## config.mk

```make
export PLATFORM = sky130hd
export DESIGN_NAME = write_control_ext
export DESIGN_NICKNAME = d
export VERILOG_FILES = /design/src/rtl/write_control_ext.sv
export SDC_FILE = /design/constraint.sdc
export NUM_CORES = 1
export LEC_CHECK = 0
export BUFFER_PORTS_ARGS = -buffer_cell sky130_fd_sc_hd__buf_2
export CAP_MARGIN = 10
export CORE_ASPECT_RATIO = 1.75
export CORE_UTILIZATION = 51
export CTS_CLUSTER_DIAMETER = 50
export DETAILED_ROUTE_END_ITERATION = 8
export PLACE_DENSITY = 0.81
export SYNTH_ARGS = -nofsm -noshare
export SYNTH_HDL_FRONTEND = slang
export SYNTH_SLANG_ARGS = --single-unit
```

## constraint.sdc

```tcl
create_clock -name w_clk -period 4.1 [get_ports w_clk]
set_input_delay 0.615 -clock w_clk [delete_from_list [all_inputs] [get_ports w_clk]]
set_output_delay 0.615 -clock w_clk [all_outputs]
set_load 0.005 [all_outputs]
```

## src/rtl/write_control_ext.sv

```systemverilog
// Write-side async FIFO controller: binary/Gray write pointers, read-pointer synchroniser, full/afull/level/free/overflow status.
// Latency: a write is reflected in the status right after its edge; a read-pointer change is seen SYNC_STAGES edges later.
// Backpressure: w_wen is gated by w_full, so requests made while full are dropped and recorded in the sticky w_overflow.
module write_control_ext #(
    parameter int ADDR_WIDTH  = 4,
    parameter int SYNC_STAGES = 2,
    parameter int AFULL_LEVEL = 14
) (
    input  logic                  w_clk,
    input  logic                  w_rst,
    input  logic                  w_req,
    input  logic                  w_ovf_clr,
    input  logic [ADDR_WIDTH:0]   r_g_addr,
    output logic                  w_wen,
    output logic [ADDR_WIDTH-1:0] w_addr,
    output logic [ADDR_WIDTH:0]   w_g_addr,
    output logic                  w_full,
    output logic                  w_afull,
    output logic [ADDR_WIDTH:0]   w_level,
    output logic [ADDR_WIDTH:0]   w_free,
    output logic                  w_overflow
);

    localparam int AW1 = ADDR_WIDTH + 1;
    localparam logic [AW1-1:0] DEPTH_V = AW1'(1 << ADDR_WIDTH);
    localparam logic [AW1-1:0] AFULL_V = AW1'(AFULL_LEVEL);

    logic [AW1-1:0] w_bin;
    logic [AW1-1:0] w_bin_nxt;
    logic [AW1-1:0] sync [SYNC_STAGES];
    logic [AW1-1:0] r_sync;
    logic [AW1-1:0] r_bin_sync;
    logic           ovf;
    logic           full_gray;

    function automatic logic [AW1-1:0] gray2bin(input logic [AW1-1:0] g);
        logic [AW1-1:0] b;
        b[AW1-1] = g[AW1-1];
        for (int i = AW1 - 2; i >= 0; i--) begin
            b[i] = b[i+1] ^ g[i];
        end
        return b;
    endfunction

    // Status derived purely from registered pointers; the read side is seen through the synchroniser only.
    always_comb begin
        r_sync     = sync[SYNC_STAGES-1];
        r_bin_sync = gray2bin(r_sync);
        w_level    = w_bin - r_bin_sync;
        w_full     = (w_level == DEPTH_V);
        w_afull    = (w_level >= AFULL_V);
        w_free     = DEPTH_V - w_level;
        w_wen      = w_req & ~w_full & w_rst;
        w_addr     = w_bin[ADDR_WIDTH-1:0];
        w_bin_nxt  = w_bin + AW1'(1);
        w_overflow = ovf;
        full_gray  = (w_g_addr == {~r_sync[AW1-1:AW1-2], r_sync[AW1-3:0]});
    end

    // Write pointer pair: the Gray copy is registered so the read domain only ever sees single-bit steps.
    always_ff @(posedge w_clk) begin
        if (!w_rst) begin
            w_bin    <= '0;
            w_g_addr <= '0;
        end else if (w_wen) begin
            w_bin    <= w_bin_nxt;
            w_g_addr <= w_bin_nxt ^ (w_bin_nxt >> 1);
        end
    end

    // Read Gray pointer synchroniser chain.
    always_ff @(posedge w_clk) begin
        if (!w_rst) begin
            for (int i = 0; i < SYNC_STAGES; i++) begin
                sync[i] <= '0;
            end
        end else begin
            sync[0] <= r_g_addr;
            for (int i = 1; i < SYNC_STAGES; i++) begin
                sync[i] <= sync[i-1];
            end
        end
    end

    // Sticky overflow: a request while full sets it; a coincident clear loses to the set.
    always_ff @(posedge w_clk) begin
        if (!w_rst) begin
            ovf <= 1'b0;
        end else if (w_req && w_full) begin
            ovf <= 1'b1;
        end else if (w_ovf_clr) begin
            ovf <= 1'b0;
        end
    end

    // The level-based and Gray-compare forms of full must always agree.
    full_forms_agree: assert property (@(posedge w_clk) w_full == full_gray);

endmodule
```

==> flow_summary.yaml, run 1 <==
timing:
  max_freq_mhz: 254
  skew_ps: 7.83
  slew_headroom_pct: 72.8
  finalCritPeriodShare_pct: 95.9
  finalSetupViolCount: 0
  tns_ps: 0
  layout_min_cycle_time_ps: 3930
  worstMarginPinSlew_ps: 408
  finalMaxSlewViolations: 0
  hold_viol_final: 0
  finalWorstSetupSlack_ps: 170
floorplan:
  die_w_um: 38.8
  fp-row-count: 23
  core_area_mm2: 0.00227
  ios: 32
  die-area_mm2: 0.00258
  start_util_pct: 53.2
  die_y_um: 66.4
power:
  seq_power_share_pct: 32.9
  power_density_mw_per_mm2: 459
  p_sw_share_pct: 35.2
  comb_power_share_pct: 44.8
  clockPowerShare_pct: 22.3
  internal_power_mw: 0.433
  ir_drop_mv: 0.276
  power.leakage_nw: 0.686
  p_sw_mw: 0.236
setup_path:
  crit_path_end_kind: "output pin"
  crit_end: "w_free[4]"
  reg2regPathDepth: 12
  startpoint_type: "flop"
  crit_arrival_ps: 3320
  worstPathRequired_ps: 3480
  path_class: "flop to output pin"
  path_max_fanout: 4
  r2r_end: "w_g_addr[1]$_SDFFE_PN0P_"
  r2r_start: "sync[0][9]$_SDFF_PN0_"
  r2r_slack_ps: 830
  startpoint: "sync[0][9]$_SDFF_PN0_"
run:
  drv_cap: 0
cts:
  clkSinkCount: 20
  postCtsHoldBufs: 0
  clock_latency_ps: 260
  cts-root-buf: "clkbuf_8"
  cts_htree_levels: 1
  cts_buffers: 3
  cts_buffer_depth: 2
  cts_tree: "done"
  clkTransAtPathRegs_ps: 70
placement:
  post-dp-hpwl_mm: 1.77
  place_congestion: 0.750
  place_ws_ps: 258
  io_buffers: 31
synth:
  syn_area_per_cell_um2: 9.31
  syn_nets: 147
  yosys_warnings: 0
  syn_area_mm2: 0.00121
  ys_seq_area_share_pct: 33.1
  synth_seq_cells: 20
  ys_types: 32
  netlist_instances: 130
route:
  drcViolationCount: 0
  drtIter0Drc: 10
  vias_per_cell: 5.20
  drt_wl_total_mm: 2.33
  ant_nets: 0
  wl_per_cell_um: 12.4
  drt_pass1_iterations: 4
  num_vias: 973
global_routing:
  grt_use_met3_pct: 3.03
  grt_pass1_wl_mm: 3.65
  grt.busiest_layer: "met2"
  met1_usage_pct: 20.7
  grt_use_total_pct: 20.6
  gr-total-overflow: 0
  grt_pass1_vias: 882
  antenna_found_initial: 0
  use_met2_pct: 34.8
  grt_max_degree: 31
hold_path:
  hp-start: "sync[0][0]$_SDFF_PN0_"
  hold_path_class: "flop to flop"
finish:
  final_cell_mix: "buf_2, dfxtp_1, nand2_1, and2_1, mux2i_1"
  drive_above_1_share_pct: 30.9
  layout_commonest_cell: "buf_2"
  syn2layout_area_growth_pct: 20.5
  final_nets: 180
  diodes: 0
run_status:
  status: "finished clean"
## kinds of logic (layout without fill, tap and decap cells)
| logic type | after synthesis | after routing | synth area share, % |
|---|---|---|---|
| flip-flops | 20 | 20 | 33.1 |
| multiplexers | 10 | 10 | 9.31 |
| buffers and inverters | 15 | 47 | 5.17 |
| AND/OR/NAND/NOR | 45 | 45 | 19.6 |
| XOR/XNOR | 15 | 15 | 12.7 |
| AO/OA/AOI/OAI | 17 | 17 | 11.2 |
| adder cells (fa/ha/maj) | 8 | 8 | 8.89 |
## sequential cells by signal, indices dropped and copies added, names as in the netlist
register    flops
sync           10
w_g_addr        5
w_bin           4
w_overflow      1
## worst max-delay path: stages (launching register included)
cell	delay, ps
dfxtp_1	340
xnor2_2	210
xor2_1	240
xor2_1	300
xnor2_1	140
ha_1	240
fa_1	570
ha_2	250
nand3b_1	130
mux2i_4	250
buf_4	170
xnor2_1	100
buf_2	120
## synthesized netlist by cell type (all sizes together)
cell type,n,area [um2]
a21boi,3,33.8
a21oi,6,30.0
a31o,2,17.5
a32oi,1,8.76
and2,11,68.8
and3,1,6.26
and3b,1,8.76
and4b,1,10.0
buf,1,7.51
clkbuf,5,18.8
dfxtp,20,400
fa,1,20.0
ha,7,87.6
inv,9,36.3
mux2i,10,113
nand2,17,63.8
nand2b,5,31.3
nand3,2,10.0
nand3b,1,7.51
nand4,2,12.5
nor2,2,7.51
nor2b,1,6.26
nor3,1,5.00
o21ai,4,23.8
o31ai,1,21.3
xnor2,7,61.3
xor2,8,92.6
## power by group through the flow
| stage | Combinational, mW | Clock (mW) | Sequential (mW) |
|---|---|---|---|
| 6_report | 0.300 | 0.149 | 0.220 |
| 5_1_grt | 0.334 | 0.159 | 0.222 |
| 4_1_cts | 0.297 | 0.154 | 0.220 |
| 3_5_place_dp | 0.291 | 0 | 0.224 |
| 3_3_place_gp | 0.277 | 0 | 0.223 |
| 2_1_floorplan | 0.203 | 0 | 0.220 |
## per-layer routing
| metal | part of all wire (%) | up-vias |
|---|---|---|
| met5 | 0 | - |
| met4 | 5.0 | 0 |
| met3 | 3.4 | 10 |
| met2 | 52 | 32 |
| met1 | 40 | 442 |
| li1 | - | 489 |
## through the flow
step                      cell area, um2  power, mW  utilization (%)  cells  hold slack [ps]
after CTS                           1430      0.671             63.0    185              436
after global routing                1460      0.715             64.1    187              458
after floorplan                     1210      0.423                -    130              412
final                               1460      0.669             64.1    187              433
after detailed placement            1370      0.515             60.3    180              419
after global placement              1370      0.501             60.3    180              413
## layout make-up
type                    instances  area [um2]
clock buffers                   4        55.1
fillers                       207         816
inverters                       9        36.3
multi-input cells              95         757
flip-flops and latches         20         400
well taps                      25        31.3
repair buffers                 34         178
## how the worst min path moves through the flow
stage | end | slack (ps) | cells after the start
after floorplan | sync[0][5]$_SDFF_PN0_ | 410 | 1
after global placement | sync[0][9]$_SDFF_PN0_ | 410 | 1
after detailed placement | sync[0][5]$_SDFF_PN0_ | 420 | 1
after CTS | sync[0][5]$_SDFF_PN0_ | 440 | 1
after global routing | sync[0][6]$_SDFF_PN0_ | 460 | 1
final | sync[0][5]$_SDFF_PN0_ | 430 | 1
## timing repair
action                                 4_1_cts  5_1_grt
setup endpoints to repair                    1        2
endpoints found under the hold margin        0        0
buffers inserted                             1        2
gates resized for setup                      0        2
pin swaps                                    1        4
Power figures use the tool's default switching activity.
==> inputs of run 2 (changes only) <==
==> constraint.sdc (replaced) <==
create_clock -name w_clk -period 4.1 [get_ports w_clk]
set_input_delay 0.615 -clock w_clk [delete_from_list [all_inputs] [get_ports w_clk]]
set_output_delay 0.615 -clock w_clk [all_outputs]
set_load 0.1 [all_outputs]
==> flow_summary.yaml, run 2 (synthesized netlist as in run 1, its figures left out) <==
route:
  vias_per_cell: 5.21
  drt_wl_total_mm: 2.50
  ant_nets: 0
  drt_pass1_iterations: 4
  wl_per_cell_um: 13.1
  drcViolationCount: 0
  num_vias: 990
  drtIter0Drc: 29
finish:
  regMostFlops: "sync"
  utilization_pct: 69.5
  drive_above_1_share_pct: 35.2
  syn2layout_area_growth_pct: 30.6
  final_cell_mix: "buf_2, dfxtp_1, nand2_1, and2_1, mux2i_1"
  stdcell_count: 190
  largest_reg_flops: 10
  layout_commonest_cell: "buf_2"
  reg_top3: "sync: 10 flops, w_g_addr: 5 flops, w_bin: 4 flops"
  diodes: 0
  final_nets: 183
setup_path:
  startpoint_type: "flop"
  r2r_slack_ps: 860
  worstPathRequired_ps: 3480
  path_class: "flop to output pin"
  crit_path_end_kind: "output pin"
  crit_arrival_ps: 3390
  path_max_fanout: 4
cts:
  clkSinkCount: 20
  cts_buffers: 3
  cts-root-buf: "clkbuf_8"
  cts_tree: "done"
  clkTransAtPathRegs_ps: 70
  clock_latency_ps: 260
  cts_htree_levels: 1
  cts_buffer_depth: 2
timing:
  hold_viol_final: 0
  finalSetupViolCount: 0
  layout_min_cycle_time_ps: 4010
  slew_headroom_pct: 67.8
  finalCritPeriodShare_pct: 97.7
  max_freq_mhz: 250
  worstMarginPinSlew_ps: 487
  finalMaxSlewViolations: 0
  skew_ps: 3.06
  tns_ps: 0
placement:
  place_inst: 180
  place_congestion: 0.753
  io_buffers: 31
  post-dp-hpwl_mm: 1.85
global_routing:
  gr-total-overflow: 0
  grt_pass1_vias: 942
  antenna_found_initial: 0
  grt_max_degree: 31
  grt_use_total_pct: 21.1
  grt_pass1_wl_mm: 3.82
run_status:
  status: "finished clean"
floorplan:
  die_w_um: 38.8
  start_util_pct: 53.2
  fp-row-count: 23
  core_area_mm2: 0.00227
  die_y_um: 66.4
  die-area_mm2: 0.00258
  ios: 32
hold_path:
  hold_path_class: "flop to flop"
run:
  drv_cap: 0
==> run 2: timing repair <==
item | in CTS | in global routing
pin swaps | 1 | 2
gates cloned | 0 | 0
endpoints found under the setup margin | 2 | 5
setup buffers | 4 | 2
gates resized for setup | 1 | 1
hold buffers | 0 | 0
==> run 2: critical path: stages, from the launching register on <==
cell,delay (ps)
dfxtp_1,330
xnor2_1,240
xor2_1,260
xor2_1,250
xnor2_1,100
ha_1,220
fa_1,560
ha_2,270
nand3b_1,140
mux2i_4,240
buf_4,170
xnor2_2,130
buf_12,200
==> run 2: cell type report <==
class                   count  area [um2]
inverters                   9        36.3
multi-input cells          95         807
fillers                   180         693
clock buffers               3        41.3
clock inverters             1        30.0
well taps                  25        31.3
repair buffers             37         233
flip-flops and latches     20         402
==> run 2: final timing paths <==
check	from	to	cells after the start
worst max-delay path	sync[0][9]$_SDFF_PN0_	w_free[4]	12
worst min-delay path	sync[0][3]$_SDFF_PN0_	sync[0][8]$_SDFF_PN0_	1
worst max register to register	sync[0][9]$_SDFF_PN0_	w_g_addr[1]$_SDFFE_PN0P_	12
worst min register to register	sync[0][3]$_SDFF_PN0_	sync[0][8]$_SDFF_PN0_	1
==> run 2: per-stage QoR <==
| stage | area, um2 | worst slack (ps) | hold WS (ps) |
|---|---|---|---|
| floorplan | 1270 | 33.3 | 412 |
| global placement | 1460 | 246 | 415 |
| detailed placement | 1460 | 116 | 419 |
| CTS | 1560 | 12.9 | 448 |
| global route | 1580 | -29.1 | 466 |
| finish | 1580 | 92.7 | 441 |
==> run 2: routing by layer <==
layer	share of wire, %	wire length, um	global-route usage, %	vias to the layer above
met5	0	0	0	-
met1	38	951	20.0	465
met3	2.0	50	2.02	4
li1	-	-	-	496
met4	1.7	43	10.3	0
met2	58	1450	40.8	25
Power of run 2 is not shown: default switching activity piles up to over one toggle a cycle in this logic, so the estimate is an artifact.
==> inputs of run 3 (changes only) <==
- CAP_MARGIN: 10 -> unset
- CORE_ASPECT_RATIO: 1.75 -> unset
==> flow_summary.yaml, run 3 (synthesized netlist as in run 1, its figures left out) <==
finish:
  diodes: 0
  drive_above_1_share_pct: 37.2
  syn2layout_area_growth_pct: 30.8
  final_cell_mix: "buf_2, dfxtp_1, nand2_1, and2_1, mux2i_1"
  final_nets: 182
  layout_commonest_cell: "buf_2"
  fillerInstances: 163
  largest_reg_flops: 10
  regMostFlops: "sync"
  reg_top3: "sync: 10 flops, w_g_addr: 5 flops, w_bin: 4 flops"
run_status:
  status: "finished clean"
cts:
  clock_latency_ps: 300
  cts_buffer_depth: 2
  clkTransAtPathRegs_ps: 110
  cts_buffers: 3
  cts_htree_levels: 1
  cts-root-buf: "clkbuf_4"
  clkSinkCount: 20
  cts_tree: "done"
floorplan:
  core_area_mm2: 0.00223
  die_y_um: 50.7
  start_util_pct: 54.2
  die_w_um: 50.7
  ios: 32
  fp-row-count: 17
  die-area_mm2: 0.00257
setup_path:
  r2r_slack_ps: 880
  crit_path_end_kind: "output pin"
  path_class: "flop to output pin"
  path_max_fanout: 4
  startpoint_type: "flop"
  worstPathRequired_ps: 3480
  crit_arrival_ps: 3340
global_routing:
  grt_pass1_wl_mm: 3.75
  grt_pass1_vias: 918
  grt_use_total_pct: 19.7
  gr-total-overflow: 0
  antenna_found_initial: 0
  met1_usage_pct: 21.8
  grt_use_met3_pct: 3.33
  use_met2_pct: 36.4
  grt.busiest_layer: "met2"
  grt_max_degree: 31
route:
  drcViolationCount: 0
  drt_pass1_iterations: 5
  drt_wl_total_mm: 2.39
  drtIter0Drc: 16
  vias_per_cell: 5.11
  wl_per_cell_um: 12.5
  num_vias: 981
  ant_nets: 0
run:
  drv_cap: 0
timing:
  grt_setup_unrepaired: "false"
  max_freq_mhz: 253
  slew_headroom_pct: 67.7
  skew_ps: 5.87
  tns_ps: 0
  finalCritPeriodShare_pct: 96.5
  layout_min_cycle_time_ps: 3960
  finalSetupViolCount: 0
  finalMaxSlewViolations: 0
  hold_viol_final: 0
  worstMarginPinSlew_ps: 488
placement:
  io_buffers: 31
  place_congestion: 0.753
  post-dp-hpwl_mm: 1.68
hold_path:
  hold_path_class: "flop to flop"
==> run 3: area by class of cell <==
type                       instances  area, um2  share of cell area, %
multi-input combinational         95        831                   52.5
sequential                        20        403                   25.5
timing repair buffer              36        225                   14.2
inverter                           9       36.3                   2.29
tap                               28       35.0                   2.21
clock inverter                     1       30.0                   1.90
clock buffer                       3       22.5                   1.42
==> run 3: stage by stage <==
stage          hold WS, ps  instance area, um2  std cells  setup slack (ps)  util (%)
3_3_place_gp           414                1460        183               265      65.5
5_1_grt                471                1580        192              2.17      70.9
4_1_cts                447                1550        191              15.3      69.2
3_5_place_dp           419                1460        183               109      65.5
2_1_floorplan          412                1270        130              33.3         -
6_report               444                1580        192               143      70.9
==> run 3: worst paths after layout <==
path	startpoint	endpoint	depth (start not counted)
setup / recovery	sync[0][9]$_SDFF_PN0_	w_free[4]	12
hold / removal	sync[0][2]$_SDFF_PN0_	sync[0][7]$_SDFF_PN0_	1
setup reg to reg	sync[0][9]$_SDFF_PN0_	w_g_addr[4]$_SDFFE_PN0P_	13
hold reg to reg	sync[0][2]$_SDFF_PN0_	sync[0][7]$_SDFF_PN0_	1
==> run 3: repair_timing <==
action / CTS / global route
buffers inserted: 4 / 1
cloned: 0 / 0
pin swaps: 1 / 4
resized for setup: 0 / 7
hold buffers: 0 / 0
setup endpoints to repair: 3 / 5
==> run 3: routing by layer <==
metal	part of all wire, %	vias up
met5	0	-
met4	1.4	0
met3	4.5	4
met2	51	34
met1	43	450
li1	-	493
==> run 3: worst max-delay path, cell delays in order, from the launching register on <==
cell and delay [ps]:
dfxtp_2 360, xnor2_2 190, xor2_1 240, xor2_1 290, xnor2_1 110, ha_1 230
fa_2 600, ha_4 170, nand3_1 130, mux2i_4 220, buf_4 170, xnor2_2 130
buf_12 200
Power of run 3 is left out for the same reason.
